$ cat src/rtl/parity_tx_pkg.sv
// Shared types and helpers for the parity_tx serial transmitter.
package parity_tx_pkg;

  typedef enum logic [2:0] {
    IDLE   = 3'd0,
    START  = 3'd1,
    DATA   = 3'd2,
    PARITY = 3'd3,
    STOP   = 3'd4
  } tx_state_e;

  // Start, parity and stop bits wrap every data word.
  localparam int FRAME_OVERHEAD_BITS = 3;

  function automatic int frame_bits(input int data_w);
    return data_w + FRAME_OVERHEAD_BITS;
  endfunction

  // Zero-extension of narrower data does not change the XOR reduction.
  function automatic logic calc_parity(input logic [63:0] data, input logic odd);
    return odd ^ (^data);
  endfunction

endpackage

$ cat src/rtl/parity_tx_baud.sv
// Bit-period tick generator: tick pulses on the last cycle of each bit; held clear while disabled.
module parity_tx_baud #(
  parameter int CLKS_PER_BIT = 4
) (
  input  logic clk,
  input  logic reset,
  input  logic enable,
  output logic tick
);

  localparam int CW = (CLKS_PER_BIT > 1) ? $clog2(CLKS_PER_BIT) : 1;

  logic [CW-1:0] cnt;

  assign tick = enable && (cnt == CW'(CLKS_PER_BIT - 1));

  always_ff @(posedge clk or posedge reset) begin
    if (reset) begin
      cnt <= '0;
    end else if (!enable || tick) begin
      cnt <= '0;
    end else begin
      cnt <= cnt + CW'(1);
    end
  end

endmodule

$ cat src/rtl/parity_tx.sv
// Framed serial transmitter: start, DATA_W bits LSB-first, parity, stop.
// Optional PARITY_TX_ERR_INJECT_EN adds an inject input that inverts one frame's parity bit.
//
// Handshake: load is a request qualified only while busy=0 (state IDLE, which
// includes the done cycle); the accepting edge captures din (and inject).
// There is no backpressure and no queueing -- a load seen while busy is dropped.
module parity_tx
  import parity_tx_pkg::*;
#(
  parameter int DATA_W       = 8,
  parameter int CLKS_PER_BIT = 4,
  parameter int PARITY_ODD   = 0
) (
  input  logic              clk,
  input  logic              reset,
  input  logic              load,
  input  logic [DATA_W-1:0] din,
`ifdef PARITY_TX_ERR_INJECT_EN
  input  logic              inject,
`endif
  output logic              txout,
  output logic              busy,
  output logic              done,
  output tx_state_e         dbg_state
);

  localparam int BW = (DATA_W > 1) ? $clog2(DATA_W) : 1;

  tx_state_e         state, state_next;
  logic [DATA_W-1:0] shreg, shreg_next;
  logic [BW-1:0]     bit_cnt, bit_cnt_next;
  logic              par_bit, par_next;
  logic              txout_next, busy_next, done_next;
  logic              tick;
  logic              inj_bit;

`ifdef PARITY_TX_ERR_INJECT_EN
  assign inj_bit = inject;
`else
  assign inj_bit = 1'b0;
`endif

  assign dbg_state = state;

  parity_tx_baud #(
    .CLKS_PER_BIT(CLKS_PER_BIT)
  ) u_baud (
    .clk   (clk),
    .reset (reset),
    .enable(state != IDLE),
    .tick  (tick)
  );

  always_ff @(posedge clk or posedge reset) begin
    if (reset) begin
      state   <= IDLE;
      shreg   <= '0;
      bit_cnt <= '0;
      par_bit <= 1'b0;
      txout   <= 1'b1;
      busy    <= 1'b0;
      done    <= 1'b0;
    end else begin
      state   <= state_next;
      shreg   <= shreg_next;
      bit_cnt <= bit_cnt_next;
      par_bit <= par_next;
      txout   <= txout_next;
      busy    <= busy_next;
      done    <= done_next;
    end
  end

  always_comb begin
    state_next   = state;
    shreg_next   = shreg;
    bit_cnt_next = bit_cnt;
    par_next     = par_bit;
    unique case (state)
      IDLE: begin
        if (load) begin
          state_next   = START;
          shreg_next   = din;
          bit_cnt_next = '0;
          par_next     = calc_parity(64'(din), PARITY_ODD != 0) ^ inj_bit;
        end
      end
      START: if (tick) state_next = DATA;
      DATA: begin
        if (tick) begin
          shreg_next = shreg >> 1;
          if (bit_cnt == BW'(DATA_W - 1)) begin
            state_next   = PARITY;
            bit_cnt_next = '0;
          end else begin
            bit_cnt_next = bit_cnt + BW'(1);
          end
        end
      end
      PARITY: if (tick) state_next = STOP;
      STOP:   if (tick) state_next = IDLE;
      default: state_next = IDLE;
    endcase
  end

  // Outputs are registered, so they are decoded from the upcoming state.
  always_comb begin
    busy_next = (state_next != IDLE);
    done_next = (state == STOP) && tick;
    case (state_next)
      START:   txout_next = 1'b0;
      DATA:    txout_next = shreg_next[0];
      PARITY:  txout_next = par_next;
      default: txout_next = 1'b1;
    endcase
  end

endmodule

$ cat config.mk
export PLATFORM = sky130hd
export DESIGN_NAME = parity_tx
export DESIGN_NICKNAME = d
export VERILOG_FILES = /design/src/rtl/parity_tx_pkg.sv /design/src/rtl/parity_tx_baud.sv /design/src/rtl/parity_tx.sv
export SDC_FILE = /design/constraint.sdc
export NUM_CORES = 1
export LEC_CHECK = 0
export CAP_MARGIN = 20
export CORE_ASPECT_RATIO = 0.8
export CORE_UTILIZATION = 48
export CTS_BUF_LIST = sky130_fd_sc_hd__clkbuf_4
export DETAILED_ROUTE_END_ITERATION = 10
export GPL_ROUTABILITY_DRIVEN = 0
export GPL_TIMING_DRIVEN = 1
export PLACE_DENSITY_LB_ADDON = 0.2
export SETUP_SLACK_MARGIN = 0.1
export SLEW_MARGIN = 10
export SYNTH_ARGS = -nofsm -noshare
export SYNTH_HDL_FRONTEND = slang
export SYNTH_HIERARCHICAL = 1
export SYNTH_SLANG_ARGS = --single-unit
$ cat constraint.sdc
create_clock -name clk -period 2.16 [get_ports clk]
set_input_delay 0.432 -clock clk [delete_from_list [all_inputs] [get_ports clk]]
set_output_delay 0.432 -clock clk [all_outputs]
set_load 0.005 [all_outputs]
==> reports/qor.txt, run 1 <==
outcome: complete, no violations
post-synthesis area per instance: 10.41 µm²
Worst setup SP type: flip-flop
Post-synth ARST share: 100.0%
Clock Tree Root: sky130_fd_sc_hd__clkbuf_4
layout cell share with drive strength beyond 1: 13.04%
Vias: 745
Clk pwr share: 13.1%
area of the mapped netlist: 968.4 µm²
number of global-route vias before repair: 697
count of final hold-check violations: 0
filler-free cell count of the finished design: 139
antenna diode count: 0
total routing usage reported by global routing: 20.72%
Switching Share: 35.05%
Net count, final: 130
path type of the worst min-delay path: in -> async
clock tree buffer depth: 2
final wirelength: 1949 µm
antenna violations before repair: 0
Die Height: 42.18 µm
dominant cell type by count on the critical path: sky130_fd_sc_hd__or3_1
number of synthesized flops with an enable pin: 0
drt initial violations: 21
clock tree from TritonCTS: done
area of the die: 2202 µm²
sequential-to-total area share from yosys stat: 51.81%
measured slew at the worst slew-check pin: 0.6718 ns
Setup crit end kind: flip-flop
reg-to-reg critical path startpoint: dbg_state[0]
P per Cell Area: 1139 nW/µm²
layout overhead on the synthesized area: 25.58%
flip-flop and latch count after synthesis: 20
number of max-slew violations in the final report: 0
instance count of the mapped netlist: 93
combinational power share: 43.5%
length of the first detailed-routing pass in iterations: 4
summed negative setup slack over all endpoints: 0 ns
number of placed I/O pins: 17
clock insertion delay at the later pin of the skew report: 0.31 ns
reg2reg path depth: 5
warnings from Yosys: 6
Worst slew margin: 55.17%
number of clock sinks: 20
Detail Route Antenna Nets: 0
largest fanout on the critical path: 8
Net Count, Synth: 107
sum of overflow across all layers after global routing: 0
Critical R2R Capture: busy
final critical-path required period: 1.953 ns
Cell Int Power: 0.0008994 W
unrepaired setup endpoints after global routing: no
area inside the core boundary: 1892 µm²
leakage power of the design: 0.5605 nW
number of hold buffers added after cts: 0
fraction of power consumed by sequential logic: 43.5%
Reg2Reg Setup Slack: 0.21 ns
CP Data Arrival Time: 2.16 ns
DR vias/cell: 5.360
port buffer count: 16
row count: 14
Post-synth top flop: sky130_fd_sc_hd__dfrtp_1
Max Fclk: 512.0 MHz
remaining design rule violation count: 0
Max rail drop VDD: 0.6030 mV
ordered cell list for the critical path: or3_1 -> and2_4 -> and3_1 -> o31a_1 -> or3_1
Clock H-tree levels: 1
wire length of the first global-routing pass: 3139 µm
final clock period utilization by the worst path: 90.41%
CTS Buf Count: 3
required time at the worst-slack endpoint: 2.37 ns
cell count after placement: 135
initial core utilization: 51.19%
crit-path max cell delay: 0.40 ns
# Max-Cap Violations: 0
die span in x: 52.22 µm
type of the worst setup path: reg -> reg
pin count of the biggest net entering global routing: 19
library cell contributing the largest single delay on the critical path: sky130_fd_sc_hd__dfrtp_1
synth unique cells: 31
final setup violation count: 0
clock skew: 0.02017 ns
DP Wirelength: 1435 µm
average detailed-routed wire length per instance: 14.02 µm
switching power: 0.0004854 W
clock transition at the register clock pins on the worst setup and hold paths after CTS: 0.12 ns
## sequential cells by signal (all words and copies together) (netlist names)
signal,flops
bit_cnt,3
busy,1
dbg_state,3
done,1
par_bit,1
shreg,8
txout,1
u_baud/cnt,2
## cells in the mapped netlist (3+ instances only)
cell type / count / area share (%)
sky130_fd_sc_hd__ha_1: 3 / 3.9
sky130_fd_sc_hd__inv_1: 3 / 1.2
sky130_fd_sc_hd__nand2_1: 19 / 7.4
sky130_fd_sc_hd__nor2_1: 3 / 1.2
sky130_fd_sc_hd__dfrtp_1: 19 / 49
sky130_fd_sc_hd__a22oi_1: 6 / 4.7
sky130_fd_sc_hd__xnor2_1: 7 / 6.3
## critical path: cells and delay by family (launching register included)
| family | cells | cell delay [ns] |
|---|---|---|
| and+or+nand+nor | 4 | 1.13 |
| AOI/OAI and AO/OA | 1 | 0.32 |
| DFF | 1 | 0.40 |
## worst max path at each step
stage | start | end | depth (start not counted)
floorplan | dbg_state[0] | busy | 6
global placement | dbg_state[0] | busy | 5
detailed placement | u_baud/cnt[0] | bit_cnt[0] | 6
CTS | u_baud/cnt[0] | bit_cnt[0] | 6
global route | u_baud/cnt[0] | bit_cnt[0] | 6
finish | dbg_state[0] | busy | 5
## logic make-up after synthesis
group / share of synthesized area, %
compound gates: 14.34
flops: 51.81
xor+xnor: 6.331
simple gates: 20.29
buf+inv: 3.359
fa+ha+maj: 3.876
## through the flow
stage          util (%)  instance area (µm²)   power, W  setup WS, ns  hold slack, ns
2_1_floorplan         -                972.2  0.0009772        0.1172          0.1732
3_5_place_dp      62.57                 1184   0.001196        0.1502          0.4631
4_1_cts           63.96                 1210   0.001381        0.1391          0.2962
6_report          64.29                 1216   0.001385        0.2070          0.3055
3_3_place_gp      62.57                 1184   0.001174        0.2389          0.4366
5_1_grt           64.29                 1216   0.001480        0.1093          0.3059
## layout make-up
cell class	count	area [µm²]
repair buffers	22	205.2
flip-flops and latches	20	501.7
multi-input cells	66	441.7
inverters	3	11.26
well taps	24	30.03
clock buffers	3	22.52
clock inverters	1	3.754
fillers	150	675.6
## cells in the final DEF (no fill, tap or decap), types with 3 or more instances in the layout
cell                              count
sky130_fd_sc_hd__nand2_1             19
sky130_fd_sc_hd__dfrtp_1             19
sky130_fd_sc_hd__clkdlybuf4s50_1     16
sky130_fd_sc_hd__xnor2_1              7
sky130_fd_sc_hd__a22oi_1              6
sky130_fd_sc_hd__buf_4                6
sky130_fd_sc_hd__nor2_1               3
sky130_fd_sc_hd__inv_1                3
sky130_fd_sc_hd__ha_1                 3
sky130_fd_sc_hd__clkbuf_4             3
## power groups by stage
stage / combinational [W] / clock [W] / sequential (W)
after floorplan: 0.000362 / 0 / 0.000615
after global placement: 0.000568 / 0 / 0.000606
after detailed placement: 0.000583 / 0 / 0.000613
after CTS: 0.000589 / 0.000188 / 0.000604
after global routing: 0.000658 / 0.000200 / 0.000621
final: 0.000602 / 0.000181 / 0.000602
## per-layer routing
metal | vias up | share of wire [%] | GRT usage, %
met1 | 356 | 47 | 27.32
met3 | 5 | 4.9 | 7.971
met2 | 20 | 47 | 30.51
met5 | - | 0 | 0
met4 | 0 | 1.6 | 8.421
li1 | 364 | - | -
## what timing repair did
action / in CTS / in global routing
setup endpoints to repair: 0 / 2
resized for setup: 0 / 1
hold endpoints to repair: 0 / 0
buffers inserted: 0 / 0
No activity file was read; power rests on OpenSTA's default activity.
==> run 2: changes to the inputs <==
==> constraint.sdc (replaced) <==
create_clock -name clk -period 2.16 [get_ports clk]
set_input_delay 0.648 -clock clk [delete_from_list [all_inputs] [get_ports clk]]
set_output_delay 0.648 -clock clk [all_outputs]
set_load 0.005 [all_outputs]
==> reports/qor.txt, run 2 (synthesis gave the netlist of run 1 again) <==
outcome: complete, no violations
area inside the core boundary: 1892 µm²
combinational power share: 44.4%
port buffer count: 16
utilization after layout: 66.20%
Reg2Reg Setup Slack: 0.16 ns
layout cell share with drive strength beyond 1: 16.24%
count of buffering cells on the critical path with inverters included: 0
post-layout power: 0.001429 W
number of placed I/O pins: 17
CTS Buf Count: 3
# Max-Cap Violations: 0
drt initial violations: 22
largest register by flop count: shreg
WHS Path Cells: 1
Critical R2R Capture: busy
clock insertion delay at the later pin of the skew report: 0.31 ns
path type of the worst min-delay path: reg -> reg
area of the die: 2202 µm²
Clock H-tree levels: 1
Worst slew margin: 76.50%
cell count after placement: 137
clock tree buffer depth: 2
antenna diode count: 0
layout overhead on the synthesized area: 29.33%
count of final hold-check violations: 0
Max Fclk: 499.2 MHz
Worst setup SP type: flip-flop
Hold Path Origin: u_baud/cnt[0]
Net count, final: 132
clock tree from TritonCTS: done
antenna violations before repair: 0
final critical-path required period: 2.003 ns
P per Cell Area: 1141 nW/µm²
final wirelength: 1967 µm
total routing usage reported by global routing: 23.02%
placement-stage worst setup slack: 0.01780 ns
remaining design rule violation count: 0
largest fanout on the critical path: 8
delay-heaviest family, CP: simple AND/OR/NAND/NOR gates
ordered cell list for the critical path: or3_4 -> and2_4 -> and3_1 -> o31a_1 -> or3_1
Die Height: 42.18 µm
summed negative setup slack over all endpoints: 0 ns
length of the first detailed-routing pass in iterations: 4
Detail Route Antenna Nets: 0
Vias: 751
row count: 14
final clock period utilization by the worst path: 92.74%
crit-path max cell delay: 0.40 ns
measured slew at the worst slew-check pin: 0.3516 ns
max FFs per register: 8
required time at the worst-slack endpoint: 2.35 ns
library cell contributing the largest single delay on the critical path: sky130_fd_sc_hd__dfrtp_1
die span in x: 52.22 µm
sum of overflow across all layers after global routing: 0
DP Wirelength: 1480 µm
clock transition at the register clock pins on the worst setup and hold paths after CTS: 0.11 ns
DR vias/cell: 5.326
number of clock sinks: 20
average detailed-routed wire length per instance: 13.95 µm
final setup violation count: 0
filler-free cell count of the finished design: 141
CP Data Arrival Time: 2.19 ns
pin count of the biggest net entering global routing: 19
wire length of the first global-routing pass: 3525 µm
Setup crit end kind: flip-flop
number of max-slew violations in the final report: 0
type of the worst setup path: reg -> reg
switching power: 0.0005005 W
reg2reg path depth: 5
number of global-route vias before repair: 729
Max rail drop VDD: 0.8211 mV
Clock Tree Root: sky130_fd_sc_hd__clkbuf_4
Clk pwr share: 12.9%
Cell Int Power: 0.0009281 W
reg-to-reg critical path startpoint: dbg_state[0]
fraction of power consumed by sequential logic: 42.7%
clock skew: 0.001391 ns
leakage power of the design: 0.5762 nW
worst min-delay path endpoint: u_baud/cnt[0]
highest-count cells in the layout ignoring fill and taps: sky130_fd_sc_hd__nand2_1, sky130_fd_sc_hd__dfrtp_1, sky130_fd_sc_hd__clkdlybuf4s50_1, sky130_fd_sc_hd__xnor2_1, sky130_fd_sc_hd__buf_4
unrepaired setup endpoints after global routing: yes
Switching Share: 35.04%
min setup slack post-route: 0.1569 ns
initial core utilization: 51.19%
## run 2: power by group through the flow
stage	combinational, W	sequential [W]	clock [W]
floorplan	0.000362	0.000615	0
global placement	0.000574	0.000606	0
detailed placement	0.000594	0.000614	0
CTS	0.000603	0.000607	0.000189
global route	0.000713	0.000626	0.000212
finish	0.000634	0.000610	0.000184
## run 2: what timing repair did
item	4_1_cts	5_1_grt
hold buffers	0	0
pin swaps	0	0
resized for setup	1	4
buffers inserted	0	0
endpoints found under the setup margin	1	3
gates cloned	0	0
## run 2: worst reg2reg max path, cell delays in order (launching register included)
cell and delay (ns):
sky130_fd_sc_hd__dfrtp_1 0.40, sky130_fd_sc_hd__or3_4 0.40, sky130_fd_sc_hd__and2_4 0.20, sky130_fd_sc_hd__and3_1 0.16
sky130_fd_sc_hd__o31a_1 0.32, sky130_fd_sc_hd__or3_1 0.40
## run 2: worst max path at each step
stage                  from  cells past startpoint      endpoint  slack, ns
2_1_floorplan  dbg_state[0]                      6          busy       0.12
3_3_place_gp           load                      5    bit_cnt[0]       0.07
3_5_place_dp           load                      5    bit_cnt[0]       0.02
4_1_cts        dbg_state[0]                      5          busy       0.15
5_1_grt        dbg_state[2]                      2  dbg_state[2]       0.08
6_report       dbg_state[0]                      5          busy       0.16
## run 2: per-layer routing
layer	GRT usage (%)	wire length [µm]	up-vias
met3	7.609	95	5
li1	-	-	372
met4	9.474	40	0
met1	30.66	909	352
met5	0	0	-
met2	34.36	921	22
## run 2: final cells by class
class,instances,area (µm²)
fillers,155,639.4
flip-flops and latches,20,501.7
multi-input cells,66,459.2
repair buffers,24,224.0
well taps,24,30.03
clock buffers,3,22.52
inverters,3,11.26
clock inverters,1,3.754
## run 2: stage by stage
step           hold slack, ns  area (µm²)
2_1_floorplan          0.3892       972.2
3_3_place_gp           0.4393        1199
3_5_place_dp           0.4571        1199
4_1_cts                0.4771        1231
5_1_grt                0.5021        1252
6_report               0.4712        1252
==> run 3: changes to the inputs <==
--- a/config.mk
+++ b/config.mk
@@ -5,14 +5,15 @@
 export SDC_FILE = /design/constraint.sdc
 export NUM_CORES = 1
 export LEC_CHECK = 0
+export ABC_AREA = 1
 export CAP_MARGIN = 20
 export CORE_ASPECT_RATIO = 0.8
-export CORE_UTILIZATION = 48
+export CORE_UTILIZATION = 50
 export CTS_BUF_LIST = sky130_fd_sc_hd__clkbuf_4
 export DETAILED_ROUTE_END_ITERATION = 10
 export GPL_ROUTABILITY_DRIVEN = 0
 export GPL_TIMING_DRIVEN = 1
-export PLACE_DENSITY_LB_ADDON = 0.2
+export PLACE_DENSITY = 0.77
 export SETUP_SLACK_MARGIN = 0.1
 export SLEW_MARGIN = 10
 export SYNTH_ARGS = -nofsm -noshare
==> reports/qor.txt, run 3 <==
area inside the core boundary: 2158 µm²
P per Cell Area: 615.6 nW/µm²
Critical R2R Capture: txout
cell types with the highest counts after synthesis: sky130_fd_sc_hd__nand2_1, sky130_fd_sc_hd__inv_1, sky130_fd_sc_hd__dfrtp_1
# Max-Cap Violations: 0
most used standard cell by instance count after synthesis: sky130_fd_sc_hd__nand2_1
number of placed I/O pins: 17
clock skew: 0.01130 ns
area of the mapped netlist: 1152 µm²
delay-heaviest family, CP: buffers and inverters
port buffer count: 16
Post-synth ARST share: 100.0%
worst min-delay path endpoint: u_baud/cnt[0]
most common library cell in the layout ignoring fill and taps: sky130_fd_sc_hd__nand2_1
path type of the worst min-delay path: reg -> reg
pin count of the biggest net entering global routing: 19
highest-count cells in the layout ignoring fill and taps: sky130_fd_sc_hd__nand2_1, sky130_fd_sc_hd__inv_1, sky130_fd_sc_hd__dfrtp_1, sky130_fd_sc_hd__clkdlybuf4s50_1
dominant cells by area after synthesis: sky130_fd_sc_hd__dfrtp_1, sky130_fd_sc_hd__nand2_1, sky130_fd_sc_hd__inv_1
summed negative setup slack over all endpoints: 0 ns
clock tree buffer depth: 2
sum of overflow across all layers after global routing: 0
Net Count, Synth: 165
antenna diode count: 0
fraction of synthesized cell area taken by the top area cell type: 41.26%
leakage power of the design: 0.7852 nW
row count: 15
number of clock sinks: 20
utilization after layout: 62.84%
placed cell area: 1329 µm²
Setup crit end kind: output port
final critical-path required period: 1.971 ns
DP Wirelength: 1716 µm
number of synthesized flops with an enable pin: 0
Fin Hold WS: 0.4389 ns
required time at the worst-slack endpoint: 1.51 ns
CTS Buf Count: 3
total routing usage reported by global routing: 19.35%
wire length of the first global-routing pass: 3608 µm
warnings from Yosys: 6
remaining design rule violation count: 0
antenna violations before repair: 0
WHS Path Cells: 1
average detailed-routed wire length per instance: 10.88 µm
initial core utilization: 53.39%
final clock period utilization by the worst path: 91.25%
launch point of the worst path: dbg_state[0]
post-synthesis cell type with the largest combined area: sky130_fd_sc_hd__dfrtp_1
post-synthesis area per instance: 7.631 µm²
post-layout power: 0.0008349 W
max FFs per register: 8
largest register by flop count: shreg
sequential-to-total area share from yosys stat: 43.54%
area of the die: 2502 µm²
type of the worst setup path: reg -> out
unrepaired setup endpoints after global routing: no
largest fanout on the critical path: 6
fill cell total of the finished layout: 180
Clock H-tree levels: 1
Post-Layout Inst Area: 1356 µm²
Hold Path Origin: u_baud/cnt[0]
clock insertion delay at the later pin of the skew report: 0.31 ns
Post-synth top flop: sky130_fd_sc_hd__dfrtp_1
Vias: 955
layout overhead on the synthesized area: 17.70%
final wirelength: 2122 µm
post-CTS repair timing setup buffer count: 0
Detail Route Antenna Nets: 0
Reg2Reg Setup Slack: 0.40 ns
Max Fclk: 507.4 MHz
Net count, final: 185
Die Height: 44.94 µm
DR vias/cell: 4.897
Max rail drop VDD: 0.4439 mV
length of the first detailed-routing pass in iterations: 5
number of max-slew violations in the final report: 0
reg-to-reg critical path startpoint: dbg_state[0]
drt initial violations: 27
reg2reg path depth: 11
outcome: complete, no violations
Clock Tree Root: sky130_fd_sc_hd__clkbuf_4
crit-path max cell delay: 0.54 ns
number of global-route vias before repair: 878
synth unique cells: 24
Worst setup SP type: flip-flop
instance count of the mapped netlist: 151
ordered cell list for the critical path: clkdlybuf4s50_1
count of final hold-check violations: 0
library cell contributing the largest single delay on the critical path: sky130_fd_sc_hd__clkdlybuf4s50_1
CP Data Arrival Time: 1.32 ns
clock transition at the register clock pins on the worst setup and hold paths after CTS: 0.11 ns
measured slew at the worst slew-check pin: 0.3078 ns
layout cell share with drive strength beyond 1: 11.76%
number of hold buffers added after cts: 0
final setup violation count: 0
post-CTS sizing: 0
Worst slew margin: 79.43%
clock tree from TritonCTS: done
flip-flop and latch count after synthesis: 20
count of buffering cells on the critical path with inverters included: 1
die span in x: 55.68 µm
## run 3: cell types whose count changed after synthesis, sizes merged, moves of 5 or more
cell,delta
inv,+21
nand2,+49
nand3,+9
nor2,+5
xnor2,-7
## run 3: through the flow
stage	setup slack (ns)	instances
after floorplan	0.6483	151
after global placement	0.2630	191
after detailed placement	0.2132	191
after CTS	0.1198	195
after global routing	0.1138	195
final	0.1890	195
## run 3: layer usage
layer  vias to the layer above  track usage, %  share of wire, %
li1                        511               -                 -
met1                       427           25.14                49
met2                        14           31.81                46
met3                         3           5.444               3.9
met4                         0           7.000              0.94
met5                         -               0                 0
## run 3: cell families (layout without fill, tap and decap cells)
group                      count (synthesis)  count (layout)  synth area share (%)
AOI/OAI and AO/OA                         11              11                 8.036
adders and majority gates                  3               3                 3.258
buffers and inverters                     26              45                 9.772
DFF                                       20              20                 43.54
and+or+nand+nor                           91              91                 35.40
## run 3: how the worst max path moves through the flow
stage / to / slack [ns] / depth (start not counted)
finish: dbg_state[0] / 0.19 / 1
global route: dbg_state[0] / 0.11 / 1
CTS: dbg_state[1] / 0.12 / 1
detailed placement: txout / 0.21 / 11
global placement: txout / 0.26 / 8
floorplan: txout / 0.65 / 11
## run 3: report_power, final
group          total, W  switching (W)  internal (W)  leakage (nW)
sequential     0.000445      0.0000252      0.000420         0.250
combinational  0.000213       0.000119     0.0000945         0.520
clock          0.000177       0.000109     0.0000675        0.0154
total          0.000835       0.000253      0.000582         0.785
## run 3: area by class of cell
type                    instances  area [µm²]  share of cell area (%)
multi-input cells             105       538.0                   39.67
flip-flops and latches         20       503.0                   37.08
repair buffers                 17       167.7                   12.36
inverters                      24       90.09                   6.642
well taps                      25       31.28                   2.306
clock buffers                   3       22.52                   1.661
clock inverters                 1       3.754                  0.2768
